## config.mk

```make
export PLATFORM = sky130hd
export DESIGN_NAME = crack_sched
export DESIGN_NICKNAME = d
export VERILOG_FILES = /design/src/rtl/crack_sched.sv
export SDC_FILE = /design/constraint.sdc
export NUM_CORES = 1
export LEC_CHECK = 0
export ABC_AREA = 1
export CAP_MARGIN = 20
export CORE_ASPECT_RATIO = 1.1
export CORE_MARGIN = 2
export CORE_UTILIZATION = 45
export CTS_CLUSTER_DIAMETER = 120
export DETAILED_ROUTE_END_ITERATION = 7
export GPL_TIMING_DRIVEN = 1
export PLACE_DENSITY = 0.74
export REMOVE_ABC_BUFFERS = 1
export SYNTH_ARGS = -nofsm -noshare
export SYNTH_HDL_FRONTEND = slang
export SYNTH_SLANG_ARGS = --single-unit
```

## constraint.sdc

```tcl
create_clock -name clk -period 3.1 [get_ports clk]
set_input_delay 0.62 -clock clk [delete_from_list [all_inputs] [get_ports clk]]
set_output_delay 0.62 -clock clk [all_outputs]
set_load 0.05 [all_outputs]
```

## src/rtl/crack_sched.sv

```systemverilog
// Key-search scheduler: walks candidate keys through a shared arc4 core and
// flags the first key whose decrypted message is entirely printable ASCII.
module crack_sched #(
   parameter int              KEY_W     = 24,
   parameter logic [KEY_W-1:0] KEY_START = '0,
   parameter logic [KEY_W-1:0] KEY_STEP  = KEY_W'(1)
) (
   input  logic             clk,
   input  logic             rst_n,
   input  logic             en,
   output logic             rdy,
   output logic [KEY_W-1:0] key,
   output logic             key_valid,
   output logic             done,
   output logic [KEY_W-1:0] tries,
   output logic             arc4_en,
   input  logic             arc4_rdy,
   input  logic             pt_wren,
   input  logic [7:0]       pt_addr,
   input  logic [7:0]       pt_wrdata
);

   typedef enum logic [1:0] {IDLE, LAUNCH, RUN, EVAL} state_t;

   state_t           state;
   state_t           state_nxt;
   logic             bad;
   logic             skip;
   logic [KEY_W:0]   key_sum;
   logic             pt_bad;
   logic             run_done;

   // Extra top bit carries out when the next candidate would wrap the keyspace.
   assign key_sum  = {1'b0, key} + {1'b0, KEY_STEP};
   assign pt_bad   = pt_wren && (pt_addr != 8'h00) &&
                     ((pt_wrdata < 8'h20) || (pt_wrdata > 8'h7E));
   assign run_done = (state == RUN) && !skip && arc4_rdy;

   always_ff @(posedge clk or negedge rst_n) begin
      if (!rst_n) begin
         state <= IDLE;
      end else begin
         state <= state_nxt;
      end
   end

   always_comb begin
      state_nxt = state;
      rdy       = 1'b0;
      arc4_en   = 1'b0;
      case (state)
         IDLE: begin
            rdy = 1'b1;
            if (en) state_nxt = LAUNCH;
         end
         LAUNCH: begin
            if (arc4_rdy) begin
               arc4_en   = 1'b1;
               state_nxt = RUN;
            end
         end
         RUN: begin
            if (run_done) state_nxt = EVAL;
         end
         EVAL: begin
            if (!bad || key_sum[KEY_W]) state_nxt = IDLE;
            else                        state_nxt = LAUNCH;
         end
         default: state_nxt = IDLE;
      endcase
   end

   always_ff @(posedge clk or negedge rst_n) begin
      if (!rst_n) begin
         key       <= KEY_START;
         key_valid <= 1'b0;
         done      <= 1'b0;
         tries     <= '0;
         bad       <= 1'b0;
         skip      <= 1'b0;
      end else begin
         case (state)
            IDLE: begin
               if (en) begin
                  key       <= KEY_START;
                  tries     <= '0;
                  bad       <= 1'b0;
                  key_valid <= 1'b0;
                  done      <= 1'b0;
               end
            end
            LAUNCH: begin
               // The core still shows rdy=1 the cycle after its start pulse.
               if (arc4_rdy) skip <= 1'b1;
            end
            RUN: begin
               skip <= 1'b0;
               if (pt_bad) bad <= 1'b1;
               if (run_done && (tries != '1)) tries <= tries + KEY_W'(1);
            end
            EVAL: begin
               if (!bad) begin
                  key_valid <= 1'b1;
                  done      <= 1'b1;
               end else if (key_sum[KEY_W]) begin
                  done <= 1'b1;
               end else begin
                  key <= key_sum[KEY_W-1:0];
                  bad <= 1'b0;
               end
            end
            default: ;
         endcase
      end
   end

endmodule
```

==> reports/results.ini <==
[floorplan]
rows = 34
initial_utilization = 0.469
die-height_um = 99.8
ioPinCount = 73
dieArea_mm2 = 0.00909
die_w_um = 91.1
core-area_mm2 = 0.00800

[yosys]
ys_ff_latch = 54
netlist_area_mm2 = 0.00375
yosysWarnings = 0
ys_seq_area_frac = 0.360
postSynthCellCount = 583
synth.avg_cell_area_um2 = 6.44
synth.distinct_cells = 31

[place]
place_inst = 752
place_congestion = 0.924
portBuffers = 72
dp.final_hpwl_mm = 7.31

[power_and_ir_drop]
ir_worst_vdd_mv = 0.329
power_per_cell_area_mw_per_mm2 = 497
comb_power_share = 0.432
switching_share = 0.458
power_switching_mw = 1.06
power.internal_mw = 1.26
p_leak_nw = 1.95
seq_power_share = 0.353
clockPowerShare = 0.215

[route]
routed.top_layer = met4
met2WireLength_mm = 5.00
met3WireLength_um = 475
drt_iter0_markers = 163
routedWlPerCell_um = 13.1
ant_nets = 0
drc = 0
wl_met1_mm = 4.36
drt_first_pass_iters = 4
wirelength_mm = 10.0
vias = 3884
drt-vias-per-instance = 5.10

[clocking]
cts_tree = yes
cts_max_path_buffers = 2
path_clk_slew_ns = 0.11
htreeDepth = 2
clkSinkCount = 54
clk_latency_ns = 0.32
post_cts_buffers = 0
hold_buffers = 0
cts_root_buf = clkbuf_8
cts-resized-gates = 0
cts_buffers = 5

[global_route]
gr-total-overflow = 0
grt_pass1_wl_mm = 17.4
first_global_vias = 3828
grt_use_total = 0.229
grt_max_degree = 41
grt_antenna_before_repair = 0

[sta]
hold_viol_final = 0
setup_tns_ns = 0
drv_slew = 0
fin_crit_sh = 0.861
fmax_mhz = 375
worst-slew-pin-transition_ns = 0.665
rsz0062_at_grt = no
setup_viol = 0
period_minus_slack_ns = 2.67
skew_ns = 0.0139
relSlewSlack = 0.555

[layout]
final_cell_mix = nand2_1, nor2_1, clkdlybuf4s50_1
diodes = 0
drive_gt1_frac = 0.0459
multiInputGateArea_mm2 = 0.00215
final_common_cell = nand2_1
num-fill-cells = 830
finalNetCount = 679
final_cells = 761
syn_to_final_growth_pct = 24.2
seq_area_mm2 = 0.00135

[worst_setup_path]
worstPathArrival_ns = 2.05
cp-startpoint = arc4_rdy
rr_worst_depth = 10
critPathKind = in -> out
critPathRequiredTime_ns = 2.48
cp_max_fo = 3
worst_setup_path_start_kind = primary input
cp-end-kind = output port
r2r_slack_ns = 0.65
reg2reg_from = key[0]$_DFFE_PN0P_
r2r-end = key[14]$_DFFE_PN0P_

[min_path]
hold_path_class = in -> async

[job]
cap_violations = 0

[outcome]
status = finished clean

## layer usage
layer | up-vias | GRT usage
met5 | - | 0
met3 | 15 | 0.0413
li1 | 1963 | -
met4 | 0 | 0.0769
met2 | 108 | 0.405
met1 | 1798 | 0.283
## stage by stage
stage	cell area (um^2)	setup slack (ns)	power, mW	util	hold WS [ns]
after floorplan	3660	0.673	1.49	-	0.324
after global placement	4540	0.451	1.80	0.567	0.479
after detailed placement	4540	0.377	1.81	0.567	0.484
after CTS	4650	0.431	2.31	0.582	0.333
after global routing	4660	0.339	2.47	0.583	0.345
final	4660	0.431	2.32	0.583	0.310
## power groups by stage
stage	Combinational [mW]	Sequential [mW]	Clock (mW)
floorplan	0.576	0.916	0
global placement	0.964	0.831	0
detailed placement	0.980	0.832	0
CTS	0.984	0.818	0.510
global route	1.11	0.827	0.539
finish	1.00	0.818	0.497
## critical path: stages
cell and delay (ns):
clkdlybuf4s50_1 0.50, nand2_1 0.06, inv_1 0.07, clkdlybuf4s50_1 0.80
## cells in the mapped netlist (all sizes together)
cell	n	area, um^2
a21oi	4	20.0
o22ai	1	6.26
nand4	11	68.8
dfrtp	54	1350
nor2	103	419
buf	11	78.8
clkbuf	3	11.3
nor3	1	5.00
inv	42	160
nand3b	2	15.0
nand3	44	220
o211ai	1	7.51
xor2	14	123
nor3b	3	22.5
nor2b	1	6.26
nand2	245	940
o21bai	7	52.6
ha	6	75.1
or2	3	18.8
a31oi	1	6.26
xnor2	4	35.0
o21ai	22	110
## sequential cells by signal (all words and copies together) (netlist names)
signal	flops
bad	1
key	24
done	1
skip	1
key_valid	1
state	2
tries	24
## how the worst max path moves through the flow
stage	to	slack (ns)	cells after the start
CTS	arc4_en	0.43	4
global placement	arc4_en	0.45	4
detailed placement	tries[15]$_DFFE_PN0P_	0.38	6
floorplan	key[13]$_DFFE_PN0P_	0.67	10
global route	key[14]$_DFFE_PN0P_	0.34	10
finish	arc4_en	0.43	4
## kinds of logic after synthesis
kind of cell               synth area share
xor gates and xnor gates             0.0420
and+or+nand+nor                       0.457
DFF                                   0.360
adders and majority gates            0.0200
AOI/OAI and AO/OA                    0.0540
buffers and inverters                0.0667
## layout make-up
type | instances | area share
tap | 108 | 0.0290
multi-input combinational | 473 | 0.462
inverter | 42 | 0.0344
clock buffer | 5 | 0.0148
timing repair buffer | 76 | 0.160
sequential | 54 | 0.290
clock inverter | 3 | 0.0102
No activity file was read; power rests on OpenSTA's default activity.
